--- config.mk ---
export PLATFORM = sky130hd
export DESIGN_NAME = uart_tx_fifo
export DESIGN_NICKNAME = d
export VERILOG_FILES = /design/src/rtl/uart_pkg.sv /design/src/rtl/uart_fifo_mem.sv /design/src/rtl/uart_tx_fifo.sv
export SDC_FILE = /design/constraint.sdc
export NUM_CORES = 1
export LEC_CHECK = 0
export BUFFER_PORTS_ARGS = -buffer_cell sky130_fd_sc_hd__buf_2
export CAP_MARGIN = 10
export CELL_PAD_IN_SITES_DETAIL_PLACEMENT = 1
export CELL_PAD_IN_SITES_GLOBAL_PLACEMENT = 2
export CORE_MARGIN = 8
export CORE_UTILIZATION = 40
export DETAILED_ROUTE_END_ITERATION = 6
export GPL_TIMING_DRIVEN = 0
export PLACE_DENSITY_LB_ADDON = 0.1
export SKIP_LAST_GASP = 1
export SYNTH_ARGS = -nofsm -noshare
export SYNTH_HDL_FRONTEND = slang
export SYNTH_SLANG_ARGS = --single-unit
--- constraint.sdc ---
create_clock -name tx_clk -period 3.29 [get_ports tx_clk]
set_clock_uncertainty 0.1 [all_clocks]
set_input_delay 0.658 -clock tx_clk [delete_from_list [all_inputs] [get_ports tx_clk]]
set_output_delay 0.658 -clock tx_clk [all_outputs]
set_load 0.02 [all_outputs]
--- src/rtl/uart_pkg.sv ---
// Shared definitions for the UART transmit path: launch FSM encoding and
// default geometry used by both uart_tx_fifo and uart_top_module.
package uart_pkg;

  localparam int DEFAULT_DATA_WIDTH = 8;
  localparam int DEFAULT_DEPTH      = 16;

  localparam logic [1:0] STATE_IDLE  = 2'd0;
  localparam logic [1:0] STATE_START = 2'd1;
  localparam logic [1:0] STATE_SEND  = 2'd2;

  typedef enum logic [1:0] {
    IDLE  = STATE_IDLE,
    START = STATE_START,
    SEND  = STATE_SEND
  } tx_state_t;

endpackage

--- src/rtl/uart_fifo_mem.sv ---
// DEPTH x DATA_WIDTH storage for the transmit FIFO: synchronous write,
// combinational read at the read pointer so the head is visible in IDLE.
module uart_fifo_mem
  import uart_pkg::*;
#(
  parameter int DATA_WIDTH = DEFAULT_DATA_WIDTH,
  parameter int DEPTH      = DEFAULT_DEPTH,
  parameter int ADDR_WIDTH = $clog2(DEPTH)
) (
  input  logic                  tx_clk,
  input  logic                  we,
  input  logic [ADDR_WIDTH-1:0] waddr,
  input  logic [DATA_WIDTH-1:0] wdata,
  input  logic [ADDR_WIDTH-1:0] raddr,
  output logic [DATA_WIDTH-1:0] rdata
);

  logic [DATA_WIDTH-1:0] mem [DEPTH];

  always_ff @(posedge tx_clk) begin
    if (we) begin
      mem[waddr] <= wdata;
    end
  end

  assign rdata = mem[raddr];

endmodule

--- src/rtl/uart_tx_fifo.sv ---
// Transmit FIFO plus launch controller: buffers host bytes and hands them to
// the UART transmitter one frame at a time using the tx_en/busy handshake.
module uart_tx_fifo
  import uart_pkg::*;
#(
  parameter int DATA_WIDTH    = DEFAULT_DATA_WIDTH,
  parameter int DEPTH         = DEFAULT_DEPTH,
  parameter int START_TIMEOUT = 1024
) (
  input  logic                     tx_clk,
  input  logic                     rst,
  input  logic                     wr_en,
  input  logic [DATA_WIDTH-1:0]    wr_data,
  input  logic                     ovf_clr,
  input  logic                     busy,
  output logic                     full,
  output logic                     empty,
  output logic [$clog2(DEPTH):0]   count,
  output logic                     overflow,
  output logic                     start_err,
  output logic                     tx_en,
  output logic [DATA_WIDTH-1:0]    data_in
);

  localparam int AW = $clog2(DEPTH);
  localparam int CW = AW + 1;
  localparam int TW = $clog2(START_TIMEOUT);

  logic [AW-1:0]         wr_ptr_reg, rd_ptr_reg;
  logic [CW-1:0]         count_reg;
  logic                  overflow_reg, start_err_reg;
  tx_state_t             state_reg, state_next;
  logic [TW-1:0]         timer_reg, timer_next;
  logic                  tx_en_reg, tx_en_next;
  logic [DATA_WIDTH-1:0] data_in_reg, data_in_next;
  logic [DATA_WIDTH-1:0] head_data;
  logic                  full_int, empty_int;
  logic                  push, pop, ovf_event, timeout_event;

  assign full_int  = (count_reg == CW'(DEPTH));
  assign empty_int = (count_reg == '0);
  // Full is the registered view, so a write while full is refused even if
  // the FSM pops in the same cycle.
  assign push      = wr_en && !full_int;
  assign ovf_event = wr_en && full_int;

  uart_fifo_mem #(
    .DATA_WIDTH (DATA_WIDTH),
    .DEPTH      (DEPTH),
    .ADDR_WIDTH (AW)
  ) u_mem (
    .tx_clk (tx_clk),
    .we     (push),
    .waddr  (wr_ptr_reg),
    .wdata  (wr_data),
    .raddr  (rd_ptr_reg),
    .rdata  (head_data)
  );

  always_ff @(posedge tx_clk or negedge rst) begin
    if (!rst) begin
      wr_ptr_reg    <= '0;
      rd_ptr_reg    <= '0;
      count_reg     <= '0;
      overflow_reg  <= 1'b0;
      start_err_reg <= 1'b0;
    end else begin
      if (push) wr_ptr_reg <= wr_ptr_reg + AW'(1);
      if (pop)  rd_ptr_reg <= rd_ptr_reg + AW'(1);
      case ({push, pop})
        2'b10:   count_reg <= count_reg + CW'(1);
        2'b01:   count_reg <= count_reg - CW'(1);
        default: count_reg <= count_reg;
      endcase
      if (ovf_event)    overflow_reg <= 1'b1;
      else if (ovf_clr) overflow_reg <= 1'b0;
      if (timeout_event) start_err_reg <= 1'b1;
      else if (ovf_clr)  start_err_reg <= 1'b0;
    end
  end

  always_ff @(posedge tx_clk or negedge rst) begin
    if (!rst) begin
      state_reg   <= IDLE;
      timer_reg   <= '0;
      tx_en_reg   <= 1'b0;
      data_in_reg <= '0;
    end else begin
      state_reg   <= state_next;
      timer_reg   <= timer_next;
      tx_en_reg   <= tx_en_next;
      data_in_reg <= data_in_next;
    end
  end

  always_comb begin
    state_next    = state_reg;
    timer_next    = timer_reg;
    tx_en_next    = tx_en_reg;
    data_in_next  = data_in_reg;
    pop           = 1'b0;
    timeout_event = 1'b0;
    case (state_reg)
      IDLE: begin
        if (!empty_int && !busy) begin
          pop          = 1'b1;
          data_in_next = head_data;
          tx_en_next   = 1'b1;
          timer_next   = '0;
          state_next   = START;
        end
      end
      START: begin
        if (busy) begin
          tx_en_next = 1'b0;
          state_next = SEND;
        end else if (timer_reg == TW'(START_TIMEOUT - 1)) begin
          // Transmitter never answered: drop the byte and flag it.
          tx_en_next    = 1'b0;
          timeout_event = 1'b1;
          state_next    = IDLE;
        end else begin
          timer_next = timer_reg + TW'(1);
        end
      end
      SEND: begin
        tx_en_next = 1'b0;
        if (!busy) state_next = IDLE;
      end
      default: begin
        tx_en_next = 1'b0;
        state_next = IDLE;
      end
    endcase
  end

  assign full      = full_int;
  assign empty     = empty_int;
  assign count     = count_reg;
  assign overflow  = overflow_reg;
  assign start_err = start_err_reg;
  assign tx_en     = tx_en_reg;
  assign data_in   = data_in_reg;

endmodule

==> flow_summary.yaml <==
run_status:
  status: "complete, no violations"
layout:
  instances_no_fill: 692
  fillCellCount: 1607
  finalNetCount: 482
  largest_reg_flops: 128
  area_growth_pct: 15.8
  drive_gt1_frac: 0.290
  fin_area_mm2: 0.00791
  antenna_cells: 0
timing:
  maxSlewViolCount: 0
  maxSlewHeadroom: 0.335
  worst_pin_slew_ns: 0.994
  hold_violations: 0
  rsz0062_at_grt: "no"
  fin_crit_ns: 3.06
  finalSetupViolCount: 0
  fmax_mhz: 327
  period_share: 0.930
routing:
  drcViolationCount: 0
  drt_wl_total_mm: 15.4
  drtPass1Iterations: 4
  ant_nets: 0
  top_layer: "met4"
  met1_length_mm: 6.88
  route.vias.total: 3727
  wl_met2_mm: 7.90
  wire_per_inst_um: 22.3
  drt_iter0_markers: 185
  viasPerCell: 5.39
  dr_wl_met3_um: 456
placement:
  placed_area_mm2: 0.00728
  portBuffers: 30
  routabilityCongestion: 0.718
  dp.final_hpwl_mm: 10.1
  place_inst: 658
grt:
  gr-total-overflow: 0
  grt_max_degree: 37
  grt_pass1_vias: 4114
  grt_pass1_wl_mm: 24.4
  antenna_found_initial: 0
  grt_usage: 0.151
worst_setup_path:
  cp.arrival_ns: 3.29
  path_max_fanout: 9
  worstSetupEndpointType: "flip-flop"
  cp.required_ns: 3.52
  path_class: "flip-flop to flip-flop"
  cp-start-kind: "flip-flop"
pwr:
  leakage_nw: 2.72
  power.density_mw_per_mm2: 869
  vdd_ir_drop_max_uv: 457
floorplan:
  rows: 47
  dieArea_mm2: 0.0215
  boundaryPins: 31
  core-area_mm2: 0.0166
  fp.dieW_um: 147
  die_y_um: 147
  initial_utilization: 0.410
synthesis:
  synth_area_per_cell_um2: 16.8
  synth_flop_cell: "edfxtp_1"
  synthArstFlopShare: 0.220
  ys_top_cells_by_count: "128 x edfxtp_1, 36 x dfrtp_1, 32 x mux4_2, 23 x nor2_1, 22 x nand2_1"
  synth.most_common_cell: "edfxtp_1"
  synth_area_mm2: 0.00683
  yosysTopAreaCellShare: 0.563
  synth_cell_types: 55
  syn_inst: 407
  synth-seq-cells: 164
  synth_edf_count: 128
  synth-seq-area-share: 0.695
  yosys-top-cells-area: "edfxtp_1 56%, dfrtp_1 13%, mux4_2 11%"
  syn_nets: 430
  yosysWarnings: 0
  yosysTopAreaCell: "edfxtp_1"
clock_network:
  h-tree-depth: 4
  clk_latency_ns: 0.43
  clk_pin_slew_worst_paths_ns: 0.07
  clk_path_buf_depth: 2
  cts_tree: "yes"
  cts.sinks: 164
  cts_made_buffers: 17
  cts.root.buffer_cell: "clkbuf_16"
  hold_buffers: 0
flow_run:
  maxCapViolCount: 0
min_path:
  hp-class: "input port to async pin"
power breakdown:
part,internal (mW),switching [mW]
combinational,0.936,1.23
clock,1.06,0.871
sequential,2.57,0.203
total,4.57,2.30
kinds of logic (layout without fill, tap and decap cells):
| group | Yosys count | after routing | synth area share |
|---|---|---|---|
| AO/OA/AOI/OAI | 57 | 57 | 0.0597 |
| adder cells (fa/ha/maj) | 10 | 10 | 0.0183 |
| multiplexers | 44 | 44 | 0.125 |
| AND/OR/NAND/NOR | 91 | 91 | 0.0676 |
| flip-flops | 164 | 164 | 0.695 |
| XOR/XNOR | 11 | 11 | 0.0141 |
| buffers and inverters | 30 | 95 | 0.0203 |
per-layer routing:
| layer | global-route usage | up-vias |
|---|---|---|
| met5 | 0 | - |
| met4 | 0.0556 | 0 |
| met3 | 0.0331 | 15 |
| met2 | 0.255 | 50 |
| met1 | 0.188 | 1959 |
| li1 | - | 1703 |
repair_timing:
action	CTS	global route
setup buffers	1	3
pin swaps	2	4
setup endpoints to repair	2	1
resized for setup	4	13
layout make-up:
cell class	instances	area [um^2]	share of cell area
Multi-Input combinational cell	213	1990	0.252
Timing Repair Buffer	35	188	0.0237
Tap cell	220	275	0.0348
Sequential cell	164	4750	0.600
Clock buffer	17	425	0.0538
Clock inverter	15	144	0.0182
Inverter	8	35.0	0.00443
Buffer	20	104	0.0131
stage by stage:
stage	total power, mW	hold slack (ns)	TNS [ns]	worst slack (ns)	utilization
after floorplan	4.27	0.262	0	0.0286	-
after global placement	4.90	0.388	-3.77	-0.410	0.436
after detailed placement	4.96	0.399	-0.686	-0.481	0.437
after CTS	6.92	0.282	0	0.00726	0.472
after global routing	7.24	0.326	0	0.0782	0.475
final	6.87	0.265	0	0.232	0.475
worst max-delay path, cell delays in order (launching register included):
cell and delay (ns):
dfrtp_1 0.39, buf_6 0.14, or4_4 0.53, o21ai_4 0.20, clkinv_4 0.11, ha_1 0.21
buf_4 0.17, xor2_1 0.14, ha_2 0.19, o211a_1 0.25, o21ai_1 0.16, o41ai_2 0.10
nor4b_2 0.28
cell usage in the layout (no fill, tap or decap), types with 5 or more instances in the layout:
cell type and instances:
inv_6 5, mux2_2 10, nand3_1 8, nor3_1 5, mux4_2 32, buf_2 32, o22ai_1 16, clkbuf_1 9
nand2b_1 6, inv_1 6, ha_1 9, buf_4 8, clkbuf_16 17, edfxtp_1 128, nand2_1 22, xnor2_1 7
nor2_1 23, a21oi_1 13, dfrtp_1 35
worst paths after layout:
path	start	end	slack, ns	depth (start not counted)
max in group asynchronous	rst	count[0]	2.20	1
min	rst	count[2]	0.27	1
max reg2reg	count[1]	count[4]	0.23	12
max	count[1]	count[4]	0.23	12
min in group tx_clk	wr_en	overflow	0.37	2
min reg2reg	state_reg[1]	tx_en	0.41	1
No activity file was read; power rests on OpenSTA's default activity.
